$ cat config.mk
export PLATFORM = sky130hd
export DESIGN_NAME = input_node
export DESIGN_NICKNAME = d
export VERILOG_FILES = /design/src/rtl/tis_pkg.sv /design/src/rtl/tis_fifo.sv /design/src/rtl/input_node.sv
export SDC_FILE = /design/constraint.sdc
export NUM_CORES = 1
export LEC_CHECK = 0
export BUFFER_PORTS_ARGS = -buffer_cell sky130_fd_sc_hd__buf_2
export CAP_MARGIN = 20
export CORE_MARGIN = 2
export CORE_UTILIZATION = 40
export DETAILED_ROUTE_END_ITERATION = 8
export PLACE_DENSITY = 0.64
export SLEW_MARGIN = 20
export SYNTH_ARGS = -nofsm -noshare
export SYNTH_HDL_FRONTEND = slang
export SYNTH_SLANG_ARGS = --single-unit
$ cat constraint.sdc
create_clock -name clk -period 2.95 [get_ports clk]
set_clock_uncertainty 0.1 [all_clocks]
set_input_delay 0.885 -clock clk [delete_from_list [all_inputs] [get_ports clk]]
set_output_delay 0.885 -clock clk [all_outputs]
set_load 0.01 [all_outputs]
$ cat src/rtl/tis_pkg.sv
// Shared word format, port directions, output FSM states and entry clamp for TIS grid nodes.
package tis_pkg;

    localparam int unsigned TIS_W = 11;
    localparam logic signed [TIS_W-1:0] TIS_MAX = 11'sd999;
    localparam logic signed [TIS_W-1:0] TIS_MIN = -11'sd999;

    localparam logic [3:0] DIR_L = 4'b0001;
    localparam logic [3:0] DIR_R = 4'b0010;
    localparam logic [3:0] DIR_U = 4'b0100;
    localparam logic [3:0] DIR_D = 4'b1000;

    typedef enum logic [1:0] {
        StIdle,
        StOffer,
        StGap
    } tis_state_e;

    // Saturate a 16-bit host value into the node's -999..999 range.
    function automatic logic signed [TIS_W-1:0] tis_clamp(input logic signed [15:0] v);
        logic signed [15:0] hi;
        logic signed [15:0] lo;
        hi = {{(16 - TIS_W){TIS_MAX[TIS_W-1]}}, TIS_MAX};
        lo = {{(16 - TIS_W){TIS_MIN[TIS_W-1]}}, TIS_MIN};
        if (v > hi) begin
            tis_clamp = TIS_MAX;
        end else if (v < lo) begin
            tis_clamp = TIS_MIN;
        end else begin
            tis_clamp = v[TIS_W-1:0];
        end
    endfunction

endpackage

$ cat src/rtl/tis_fifo.sv
// Circular word buffer feeding the input node; head is read combinationally at the read pointer.
module tis_fifo
    import tis_pkg::*;
#(
    parameter int unsigned DEPTH = 8
) (
    input  logic             clk,
    input  logic             rst_n,
    input  logic             push_i,
    input  logic [TIS_W-1:0] data_i,
    input  logic             pop_i,
    output logic [TIS_W-1:0] data_o,
    output logic [3:0]       count_o
);

    localparam int unsigned PtrW = $clog2(DEPTH);

    logic [TIS_W-1:0] mem_q [DEPTH];
    logic [PtrW-1:0]  wr_ptr_q, wr_ptr_d;
    logic [PtrW-1:0]  rd_ptr_q, rd_ptr_d;
    logic [3:0]       count_q, count_d;

    always_comb begin
        wr_ptr_d = wr_ptr_q;
        rd_ptr_d = rd_ptr_q;
        count_d  = count_q;
        if (push_i) begin
            wr_ptr_d = wr_ptr_q + PtrW'(1);
        end
        if (pop_i) begin
            rd_ptr_d = rd_ptr_q + PtrW'(1);
        end
        case ({push_i, pop_i})
            2'b10:   count_d = count_q + 4'd1;
            2'b01:   count_d = count_q - 4'd1;
            default: count_d = count_q;
        endcase
    end

    always_ff @(posedge clk or negedge rst_n) begin
        if (!rst_n) begin
            wr_ptr_q <= '0;
            rd_ptr_q <= '0;
            count_q  <= '0;
        end else begin
            wr_ptr_q <= wr_ptr_d;
            rd_ptr_q <= rd_ptr_d;
            count_q  <= count_d;
        end
    end

    // Storage needs no reset: an entry is only read after it has been written.
    always_ff @(posedge clk) begin
        if (push_i) begin
            mem_q[wr_ptr_q] <= data_i;
        end
    end

    assign data_o  = mem_q[rd_ptr_q];
    assign count_o = count_q;

endmodule

$ cat src/rtl/input_node.sv
// Host-facing grid node: clamps host words into a buffer and offers them one at a time on port DIR.
module input_node
    import tis_pkg::*;
#(
    parameter logic [3:0]  DIR   = DIR_D,
    parameter int unsigned DEPTH = 8
) (
    input  logic                    clk,
    input  logic                    rst_n,
    input  logic                    host_valid,
    input  logic signed [15:0]      host_data,
    output logic                    host_ready,
    output logic signed [TIS_W-1:0] out,
    output logic [3:0]              write,
    input  logic [3:0]              wready,
    output logic [3:0]              count,
    output logic [15:0]             sent
);

    localparam logic [3:0] DepthCnt = 4'(DEPTH);

    if (!((DIR == DIR_L) || (DIR == DIR_R) || (DIR == DIR_U) || (DIR == DIR_D))) begin : g_bad_dir
        $error("input_node: DIR must be one-hot");
    end

    tis_state_e              state_q;
    logic signed [TIS_W-1:0] out_q;
    logic [3:0]              write_q;
    logic [15:0]             sent_q;

    logic [TIS_W-1:0] head;
    logic [3:0]       fifo_count;
    logic             accept;
    logic             load;

    assign host_ready = (fifo_count != DepthCnt);
    assign accept     = host_valid && host_ready;
    assign load       = (state_q == StIdle) && (fifo_count != 4'd0);

    tis_fifo #(
        .DEPTH (DEPTH)
    ) u_fifo (
        .clk     (clk),
        .rst_n   (rst_n),
        .push_i  (accept),
        .data_i  (tis_clamp(host_data)),
        .pop_i   (load),
        .data_o  (head),
        .count_o (fifo_count)
    );

    always_ff @(posedge clk or negedge rst_n) begin
        if (!rst_n) begin
            state_q <= StIdle;
            out_q   <= '0;
            write_q <= '0;
            sent_q  <= '0;
        end else begin
            case (state_q)
                StIdle: begin
                    write_q <= '0;
                    if (load) begin
                        out_q   <= $signed(head);
                        write_q <= DIR;
                        state_q <= StOffer;
                    end
                end
                StOffer: begin
                    // Only the consumer on our own port may retire the word.
                    if ((wready & DIR) != 4'd0) begin
                        write_q <= '0;
                        sent_q  <= sent_q + 16'd1;
                        state_q <= StGap;
                    end
                end
                StGap: begin
                    write_q <= '0;
                    state_q <= StIdle;
                end
                default: begin
                    write_q <= '0;
                    state_q <= StIdle;
                end
            endcase
        end
    end

    assign out   = out_q;
    assign write = write_q;
    assign count = fifo_count;
    assign sent  = sent_q;

endmodule

# Yosys cells after proc, flatten, opt, wreduce, memory -nomap -nowiden
# Memory sizes are Yosys's and may differ from the RTL's. A register that Yosys moved wholly into a read port is not among the register bits.
# Cells that the tools add are included.
# classes
addsub,5
bitwise,0
shift,0
n_mux,11
magnitude_cmp,2
eq_ne,6
n_div,0
n_reduce_logical,9
multipliers,0
# op_table
op,count
two-way mux 11 bit,2
adder 16 x 1 -> 16 bit (second input constant),1
greater-than comparator 16 x 11 -> 1 bit (second input constant),1
less-than comparator 16 x 11 -> 1 bit (second input constant),1
case mux 4 bit (2 select lines),2
two-way mux 4 bit,2
adder 3 x 1 -> 3 bit (second input constant),2
AND reduction 2 bit,3
adder 4 x 1 -> 4 bit (second input constant),1
equality test 2 x 1 -> 1 bit (second input constant),2
two-way mux 2 bit,2
inequality test 4 bit (second input constant),1
case mux 2 bit (2 select lines),1
nonzero test 4 bit,1
subtractor 4 x 1 -> 4 bit (second input constant),1
equality test 2 bit (second input constant),1
logical AND 1 bit,2
logical NOT 2 bit,1
two-way mux 1 bit,2
inequality test 2 x 1 -> 1 bit (second input constant),1
inequality test 2 bit (second input constant),1
nonzero test 2 bit,1
logical NOT 1 bit,1
# word_totals
romBits,0
elab_cells,40
latch_bits,0
mem_count,1
output_inout_bits,36
inputBits,23
ramBits,88
regBits,32
# memory_table
name,words,width,read_ports,rd_ports_with_merged_regs,wr,line_no,text
u_fifo.mem_q,8,11,1,1,1,tis_fifo.sv:18,logic [TIS_W-1:0] mem_q [DEPTH];

# Depth between registers and ports, before layout
# Gate-level depths: netlist of run 1.
# depth
ltp_word,4
mapped_depth,11
ltp_nobuf,10

# Hierarchy
# A second synthesis of run 1 with hierarchy kept.
# unflattened
cells_unflattened,299
hier_area_um2,5356.4
# by_module_without_submodules
module,seq_area_each_um2,n_inst,cells_per_inst,area_per_inst_um2
tis_fifo,2892.8,1,179,3931.3
input_node,750.7,1,120,1425.1

# Worst setup path before layout of run 1
# Ideal clock, no wire load.
# synth_path
kind,input -> register
from,input host_valid
to,"memory u_fifo.mem_q[0][0], enable pin"
stages,3
setup_time_ns,0.393
arrival_time_ns,2.049
required_ns,2.457
path_buffers,0
setup_slack_ns,0.408
cell_sequence,nand2_4 -> or2_2 -> nor3_1
# synth_via
elab_chain_len,3
# synth_lines
element,line_no,text
from (decl),input_node.sv:10,"input logic host_valid,"
logical AND 1 bit,input_node.sv:37,assign accept = host_valid && host_ready;
two-way mux 1 bit,tis_fifo.sv:54,if (push_i) begin
two-way mux 1 bit (not written as such),tis_fifo.sv:55,mem_q[wr_ptr_q] <= data_i;
to (decl),tis_fifo.sv:18,
# No other way between the ends.

# Worst setup path in the final report of run 1
# layout_path
from,"register u_fifo.count_q[1], in the netlist u_fifo.count_o[1]"
to,output host_ready
# layout_via
elab_chain_len,1
# layout_lines
element,line_no,text
from (decl),tis_fifo.sv:21,"logic [3:0] count_q, count_d;"
from (signal assigned),tis_fifo.sv:48,count_q <= count_d;
inequality test 4 bit,input_node.sv:36,assign host_ready = (fifo_count != DepthCnt);
to (decl),input_node.sv:12,"output logic host_ready,"
# No other way between the ends.

==> reports/qor.txt, run 1 <==
Clock Sinks: 128
Peak VDD IR: 0.000416 V
Slew @ Worst Pin: 0.877 ns
Post-synth top cells: 88 x edfxtp_1, 40 x dfrtp_1, 22 x mux4_2, 21 x nand2_1, 15 x xnor2_1
Post-CTS setup buffers: 0
Hold/Removal Path Class: reg2reg
GPL Wtd Cong: 0.726
Row count: 41
Global-route wire length before repair: 15,100 um
Vias in the first global route: 2,877
Clock Path Buffers: 2
Critical Path Fanout Max: 8
# resized after CTS: 0
Place WS: 0.225 ns
Vias per inst: 5.02
Clk slew on worst S/H paths: 0.06 ns
Crit start category: flop
Final Cell Area: 6350 sq um
Fillers: 1,090
# DRC: 0
Ranking of synthesized cells by area: edfxtp_1 50%, dfrtp_1 19%, mux4_2 9.4%
Synth cell types: 46
Clock latency on the worst-skew pair: 0.41 ns
Fin util: 50.0%
Initial antenna violation count: 0
H-tree levels: 4
WS Path Type: reg2out
Worst Path Required: 1.97 ns
Final ANT Viol Nets: 0
Area grow syn2layout: 20.6%
Outcome: finished, final reports clean
Final Worst Setup Slack: 0.318 ns
Fmax: 380 MHz
Root buf cell: clkbuf_16
Arrival @ worst endpoint: 1.65 ns
Die height: 119 um
Cts bufs inserted: 17
Rel. slew slack: 40.9%
Syn_area_per_cell: 16.7 sq um
Sequential cell area: 3640 sq um
Routed wire length: 9390 um
Crit share post-route: 89.2%
Core ar.: 12,700 sq um
Cell Area, Synth: 5270 sq um
Iter 0 DRT Violations: 157
# hold bufs at CTS: 0
Area of the multi-input gates: 1520 sq um
Vias: 2,873
Yosys top cell area share: 50.1%
Endpoints failing setup: 0
RSZ-0062 raised after global routing: false
Static Leak: 2.44 nW
Dpl hpwl: 6030 um
FF+latch count, synth: 128
Pwr dens: 1010 nW/um^2
Final Max Slew Viols: 0
EDFF count, synth: 88
Asr flop ratio synth: 31.3%
Initial core utilization: 41.4%
Antenna cell count: 0
Count leader, synth: edfxtp_1
Crit. End Element: output port
Synthesis Warnings: 0
Gr usage total: 14.3%
Seq/Total Area, Yosys: 69.1%
WL/cell: 16.4 um
Synth area leader: edfxtp_1
Main synth FF type: edfxtp_1
Gr ovfl total: 0
I/O Buffers: 52
TritonCTS clock tree: built
Gate Count Post-Synth: 316
Final TNS setup: 0 ns
Share of cells above drive strength 1: 33.0%
Largest net degree at the start of global routing: 41
I/O pin count: 59
Crit path time final: 2.63 ns
Final net count: 416
Die Wd: 119 um
WHS: 0.363 ns
Die ar.: 14,100 sq um
First-pass DRT Iterations: 4
Final Hold Viols: 0
Placed cell areas: 5750 sq um
Max_cap viols: 0
-- cells in the final DEF, fill, tap and decap left out, drive strengths merged, types with 6 or more instances in the layout --
| cell | Yosys | routed |
|---|---|---|
| xnor2 | 15 | 15 |
| o21ai | 15 | 15 |
| nand2 | 22 | 22 |
| dfrtp | 40 | 40 |
| xor2 | 8 | 8 |
| clkbuf | 1 | 17 |
| nor2 | 14 | 14 |
| nand3 | 9 | 9 |
| ha | 6 | 6 |
| buf | 12 | 63 |
| inv | 5 | 12 |
| mux4 | 22 | 22 |
| edfxtp | 88 | 88 |
| o21a | 8 | 8 |
| nand4 | 6 | 6 |
| mux2i | 11 | 11 |
-- routing by layer --
metal  wire length [um]  vias up  share of wire (%)  global-route usage [%]
met5                  0        -                  0                       0
met4                127        0                1.4                    5.36
met3                410        9                4.4                    4.10
met2               4700       77                 50                    23.4
met1               4150     1432                 44                    18.1
li1                   -     1355                  -                       -
-- cells by family after synthesis --
group           after synthesis  share of synthesized area (%)
fa+ha+maj                     6                           1.42
xor+xnor                     23                           3.82
compound gates               30                           3.77
buf+inv                      18                           2.16
other cells                   1                         0.0711
simple gates                 74                           7.50
mux                          36                           12.1
flops                       128                           69.1
-- cell type report --
type | instances | share of cell area (%)
Clock inverter | 15 | 2.76
Clock buffer | 17 | 6.69
Sequential cell | 128 | 57.3
Timing Repair Buffer | 63 | 5.59
Tap cell | 172 | 3.39
Multi-Input combinational cell | 172 | 23.9
Inverter | 5 | 0.295
-- sequential cells by signal (all words and copies together), names as in the netlist --
signal / flops
u_fifo.mem_q: 88
out: 11
sent: 16
u_fifo.count_o: 4
u_fifo.rd_ptr_q: 3
u_fifo.wr_ptr_q: 3
write: 1
state_q: 2
-- critical path, cell delays in order (launching register included) --
cell and delay [ns]:
dfrtp_1 0.46, or4b_4 0.62, buf_2 0.17
-- through the flow --
step,instances,power [mW]
2_1_floorplan,318,3.86
3_3_place_gp,540,4.32
3_5_place_dp,540,4.38
4_1_cts,572,6.49
5_1_grt,572,6.76
6_report,572,6.39
-- worst paths after layout --
| kind | from | endpoint | slack, ns | cells past startpoint |
|---|---|---|---|---|
| setup / recovery | u_fifo.count_o[1]$_DFFE_PN0P_ | host_ready | 0.32 | 2 |
| hold / removal | sent[15]$_DFFE_PN0P_ | sent[15]$_DFFE_PN0P_ | 0.36 | 1 |
| setup reg to reg | u_fifo.count_o[1]$_DFFE_PN0P_ | u_fifo.count_o[2]$_DFFE_PN0P_ | 0.50 | 9 |
| hold reg to reg | sent[15]$_DFFE_PN0P_ | sent[15]$_DFFE_PN0P_ | 0.36 | 1 |
| max in group asynchronous | rst_n | sent[8]$_DFFE_PN0P_ | 1.71 | 1 |
| min in group asynchronous | rst_n | u_fifo.count_o[3]$_DFFE_PN0P_ | 0.49 | 1 |
-- where the power goes --
part	total, mW	switching, mW	internal [mW]	leakage, nW
Clock	2.09	0.816	1.27	0.285
Sequential	2.64	0.307	2.33	1.30
Combinational	1.67	0.844	0.824	0.851
Total	6.39	1.97	4.42	2.44
No activity file was read; power rests on OpenSTA's default activity.
==> run 2, diff against run 1 <==
--- a/config.mk
+++ b/config.mk
@@ -10,7 +10,6 @@
 export CORE_MARGIN = 2
 export CORE_UTILIZATION = 40
 export DETAILED_ROUTE_END_ITERATION = 8
-export PLACE_DENSITY = 0.64
 export SLEW_MARGIN = 20
 export SYNTH_ARGS = -nofsm -noshare
 export SYNTH_HDL_FRONTEND = slang
==> run 2 against run 1 <==
Net effect: setup slack lost 0.0011 ns; via count down 0.17%; global-route usage up 0.74 points; sequential power about the same; count of clock-buffer cells in the layout rose by 1; wire length up 4.6%; critical path depth stayed put; sequential share of layout area rose by 0.16 points; non-clock buffer count up 3; flip-flop and latch count did not move; utilization is 0.14 points lower; critical path type unchanged; largest cell class unchanged; highest routed layer unchanged.
==> reports/qor.txt, run 2 (synthesized netlist as in run 1, its figures left out) <==
Outcome: finished, final reports clean
Most common cell after layout, fill and taps aside: edfxtp_1
Clk slew on worst S/H paths: 0.06 ns (about the same)
Largest net degree at the start of global routing: 26 (-37%)
Fin util: 49.8% (-0.14 points)
Static Leak: 2.43 nW (-0.17%)
Core ar.: 12,700 sq um (unchanged)
Antenna cell count: 0 (unchanged)
Initial antenna violation count: 0 (unchanged)
Clock Path Buffers: 2 (unchanged)
Clock Sinks: 128 (unchanged)
Final Hold Viols: 0 (unchanged)
Die ar.: 14,100 sq um (unchanged)
Gr ovfl total: 0 (unchanged)
Pwr dens: 995 nW/um^2 (-1.1%)
Crit. End Element: output port
Die height: 119 um (unchanged)
I/O pin count: 59 (unchanged)
Row count: 41 (unchanged)
Routed wire length: 9830 um (+4.6%)
Final net count: 419 (+0.72%)
Global-route wire length before repair: 15,800 um (+4.8%)
Crit Reg-Reg Startpoint: u_fifo.count_o[1]$_DFFE_PN0P_
Place WS: 0.267 ns (+0.0421 ns)
Endpoints failing setup: 0 (unchanged)
Final ANT Viol Nets: 0 (unchanged)
Cts bufs inserted: 17 (unchanged)
Placed cell areas: 5760 sq um (+0.17%)
GPL Wtd Cong: 0.768 (+5.8%)
Critical Path Fanout Max: 8 (unchanged)
Die Wd: 119 um (unchanged)
H-tree levels: 4 (unchanged)
Clock latency on the worst-skew pair: 0.41 ns (about the same)
# resized after CTS: 0 (unchanged)
WS Path Type: reg2out
Worst Path Required: 1.97 ns (about the same)
Iter 0 DRT Violations: 274 (+75%)
Max_cap viols: 0 (unchanged)
RSZ-0062 raised after global routing: false
Crit path time final: 2.63 ns (+0.00113 ns)
# hold bufs at CTS: 0 (unchanged)
Leading cell types in the layout, fill and taps excluded: 88 x edfxtp_1, 52 x buf_2, 40 x dfrtp_1
Rel. slew slack: 40.4% (-0.46 points)
WHS: 0.318 ns (-0.0450 ns)
Final Max Slew Viols: 0 (unchanged)
Area grow syn2layout: 20.2%
Fmax: 380 MHz (about the same)
End of the worst register-to-register path: u_fifo.count_o[2]$_DFFE_PN0P_
Peak VDD IR: 0.000461 V (+11%)
Final TNS setup: 0 ns (unchanged)
Final Cell Area: 6340 sq um (-0.28%)
Inst Count DP: 543 (+0.56%)
Vias: 2,868 (-0.17%)
FF-to-FF setup slack: 0.47 ns (-0.03 ns)
Crit path max-delay family: simple AND/OR/NAND/NOR gates
CP Buf/Inv Count: 1 (unchanged)
Critical Path Start: u_fifo.count_o[1]$_DFFE_PN0P_
Crit start category: flop
Share of cells above drive strength 1: 32.8% (-0.25 points)
Crit share post-route: 89.3% (about the same)
Largest register by flop count: u_fifo.mem_q
Vias in the first global route: 2,869 (-0.28%)
Arrival @ worst endpoint: 1.65 ns (about the same)
I/O Buffers: 52 (unchanged)
TritonCTS clock tree: built
Gr usage total: 15.1% (+0.74 points)
WL/cell: 17.1 um (+4.1%)
Max reg flops: 88 (unchanged)
Final Worst Setup Slack: 0.317 ns (-0.00113 ns)
Dpl hpwl: 6180 um (+2.6%)
Tot Pwr: 6.30 mW (-1.3%)
Non-Filler Instances: 575 (+0.52%)
# DRC: 0 (unchanged)
Critical Path Max Stage Delay: 0.62 ns (about the same)
Vias per inst: 4.99 (-0.69%)
Slowest stage cell on the critical path: or4b_4
First-pass DRT Iterations: 4 (unchanged)
Root buf cell: clkbuf_16
Initial core utilization: 41.4% (unchanged)
Worst r2r path cells: 9 (unchanged)
Slew @ Worst Pin: 0.884 ns (+0.00678 ns)
Post-CTS setup buffers: 0 (unchanged)
Hold/Removal Path Class: in2async
CP Cell Sequence: or4b_4, buf_2
==> run 2: area by class of cell <==
| type | count | area [sq um] |
|---|---|---|
| well taps | 172 | 215 |
| flip-flops and latches | 128 | 3640 |
| clock buffers | 18 | 429 |
| clock inverters | 14 | 144 |
| fillers | 1084 | 6380 |
| multi-input cells | 172 | 1520 |
| repair buffers | 66 | 365 |
| inverters | 5 | 18.8 |
==> run 2: worst max-delay path by stage <==
stage / end / depth (start not counted) / slack, ns
finish: host_ready / 2 / 0.32
global route: host_ready / 2 / 0.26
CTS: host_ready / 2 / 0.30
detailed placement: u_fifo.mem_q[4][3]$_DFFE_PP_ / 5 / 0.27
global placement: u_fifo.mem_q[0][3]$_DFFE_PP_ / 5 / 0.33
floorplan: u_fifo.mem_q[0][0]$_DFFE_PP_ / 3 / 0.41
==> run 2: routing by layer <==
layer	vias to the layer above	GRT usage [%]	routed length (um)
met5	-	0	0
met4	0	4.69	85
met3	6	5.45	450
met2	73	22.7	4610
met1	1442	20.4	4680
li1	1347	-	-
==> run 2: power by group <==
| part | internal, mW | leakage, nW | switching (mW) |
|---|---|---|---|
| Combinational | 0.810 | 0.861 | 0.903 |
| Clock | 1.24 | 0.271 | 0.748 |
| Sequential | 2.33 | 1.30 | 0.276 |
| Total | 4.38 | 2.43 | 1.93 |
==> run 3, diff against run 2 <==
--- a/config.mk
+++ b/config.mk
@@ -10,6 +10,7 @@
 export CORE_MARGIN = 2
 export CORE_UTILIZATION = 40
 export DETAILED_ROUTE_END_ITERATION = 8
+export MAX_ROUTING_LAYER = met4
 export SLEW_MARGIN = 20
 export SYNTH_ARGS = -nofsm -noshare
 export SYNTH_HDL_FRONTEND = slang
==> run 3 against run 2 <==
Net effect: die area unchanged; setup slack got worse by 0.0030 ns; power about the same.
==> reports/qor.txt, run 3 (synthesized netlist as in run 1, its figures left out) <==
Final Max Slew Viols: 0 (unchanged)
FF-to-FF setup slack: 0.47 ns (about the same)
Pwr dens: 995 nW/um^2 (about the same)
Core ar.: 12,700 sq um (unchanged)
Leading cell types in the layout, fill and taps excluded: 88 x edfxtp_1, 52 x buf_2, 40 x dfrtp_1
Share of cells above drive strength 1: 32.8% (unchanged)
Final net count: 419 (unchanged)
Highest routed layer: met4
Critical Path Max Stage Delay: 0.62 ns (about the same)
TritonCTS clock tree: built
CP Cell Sequence: or4b_4, buf_2
Final ANT Viol Nets: 0 (unchanged)
Gr ovfl total: 0 (unchanged)
Most common cell after layout, fill and taps aside: edfxtp_1
Rel. slew slack: 39.6% (-0.87 points)
# DRC: 0 (unchanged)
Final Worst Setup Slack: 0.314 ns (-0.00300 ns)
Fin util: 49.8% (unchanged)
GPL Wtd Cong: 0.778 (+1.3%)
Row count: 41 (unchanged)
H-tree levels: 4 (unchanged)
Gr usage total: 15.5% (+0.40 points)
Arrival @ worst endpoint: 1.65 ns (about the same)
# hold bufs at CTS: 0 (unchanged)
Met2 routed wirelength: 4530 um (-1.7%)
Die height: 119 um (unchanged)
Clk slew on worst S/H paths: 0.06 ns (about the same)
Slew @ Worst Pin: 0.897 ns (+0.0129 ns)
Place WS: 0.267 ns (unchanged)
First-pass DRT Iterations: 4 (unchanged)
Clock Path Buffers: 2 (unchanged)
RSZ-0062 raised after global routing: false
Crit path max-delay family: simple AND/OR/NAND/NOR gates
Vias in the first global route: 2,877 (+0.28%)
WL/cell: 17.0 um (-0.33%)
Worst Path Required: 1.97 ns (about the same)
Vias: 2,885 (+0.59%)
Post-CTS setup buffers: 0 (unchanged)
Final Hold Viols: 0 (unchanged)
Critical Path Fanout Max: 8 (unchanged)
Largest register by flop count: u_fifo.mem_q
CP Buf/Inv Count: 1 (unchanged)
Vias per inst: 5.02 (+0.59%)
# resized after CTS: 0 (unchanged)
Endpoints failing setup: 0 (unchanged)
Clock latency on the worst-skew pair: 0.41 ns (about the same)
Hold/Removal Path Class: in2async
Max reg flops: 88 (unchanged)
Die Wd: 119 um (unchanged)
Routed wire length: 9800 um (-0.33%)
Antenna cell count: 0 (unchanged)
I/O pin count: 59 (unchanged)
I/O Buffers: 52 (unchanged)
Slowest stage cell on the critical path: or4b_4
Initial core utilization: 41.4% (unchanged)
WS Path Type: reg2out
Crit share post-route: 89.4% (+0.10 points)
WHS: 0.316 ns (-0.00137 ns)
Cts bufs inserted: 17 (unchanged)
Global-route wire length before repair: 15,800 um (-0.13%)
Crit. End Element: output port
Crit path time final: 2.64 ns (+0.00300 ns)
Die ar.: 14,100 sq um (unchanged)
Max_cap viols: 0 (unchanged)
Crit start category: flop
Outcome: finished, final reports clean
Final TNS setup: 0 ns (unchanged)
Iter 0 DRT Violations: 250 (-8.8%)
Fmax: 379 MHz (-0.11%)
Largest net degree at the start of global routing: 26 (unchanged)
Static Leak: 2.43 nW (unchanged)
Initial antenna violation count: 0 (unchanged)
Metal-1 WL: 4610 um (-1.6%)
Clock Sinks: 128 (unchanged)
Peak VDD IR: 0.000464 V (+0.79%)
Area grow syn2layout: 20.2% (unchanged)
WL met3: 526 um (+17%)
Dpl hpwl: 6180 um (unchanged)
Root buf cell: clkbuf_16
[run 3: cell counts in the layout (fill, tap and decap cells not counted)]
No cell type changed its count.
[run 3: final timing paths]
kind | start | to | cells past startpoint
min | rst_n | u_fifo.wr_ptr_q[0]$_DFFE_PN0P_ | 1
min reg2reg | sent[15]$_DFFE_PN0P_ | sent[15]$_DFFE_PN0P_ | 1
min in group clk | sent[15]$_DFFE_PN0P_ | sent[15]$_DFFE_PN0P_ | 1
max reg2reg | u_fifo.count_o[1]$_DFFE_PN0P_ | u_fifo.count_o[2]$_DFFE_PN0P_ | 9
max | u_fifo.count_o[1]$_DFFE_PN0P_ | host_ready | 2
max in group asynchronous | rst_n | sent[14]$_DFFE_PN0P_ | 2
[run 3: through the flow]
stage,total power [mW],cells,instance area [sq um]
6_report,6.30,575,6340
3_5_place_dp,4.39,543,5760
4_1_cts,6.39,575,6340
3_3_place_gp,4.34,543,5760
2_1_floorplan,3.86,318,5280
5_1_grt,6.67,575,6340
[run 3: cell type report]
class,instances,area (sq um)
clock inverters,14,144
flip-flops and latches,128,3640
clock buffers,18,429
well taps,172,215
inverters,5,18.8
fillers,1084,6380
multi-input cells,172,1520
repair buffers,66,365
[run 3: per-layer routing]
layer	global-route usage (%)	up-vias
met1	20.4	1446
met2	22.7	79
met5	-	-
met4	4.91	0
met3	5.16	13
li1	-	1347
[run 3: worst register-to-register path, cell delays in order, from the launching register on]
cell and delay (ns):
dfrtp_1 0.46, or4b_4 0.62, nand2_4 0.12, ha_1 0.26, xor2_1 0.10, ha_1 0.18
a21oi_1 0.15, xor2_1 0.16, nor2_1 0.06, xor2_1 0.14
[run 3: where the power goes]
group / switching, mW / total, mW / internal, mW
clock network: 0.748 / 1.98 / 1.24
logic: 0.904 / 1.71 / 0.810
registers: 0.276 / 2.61 / 2.33
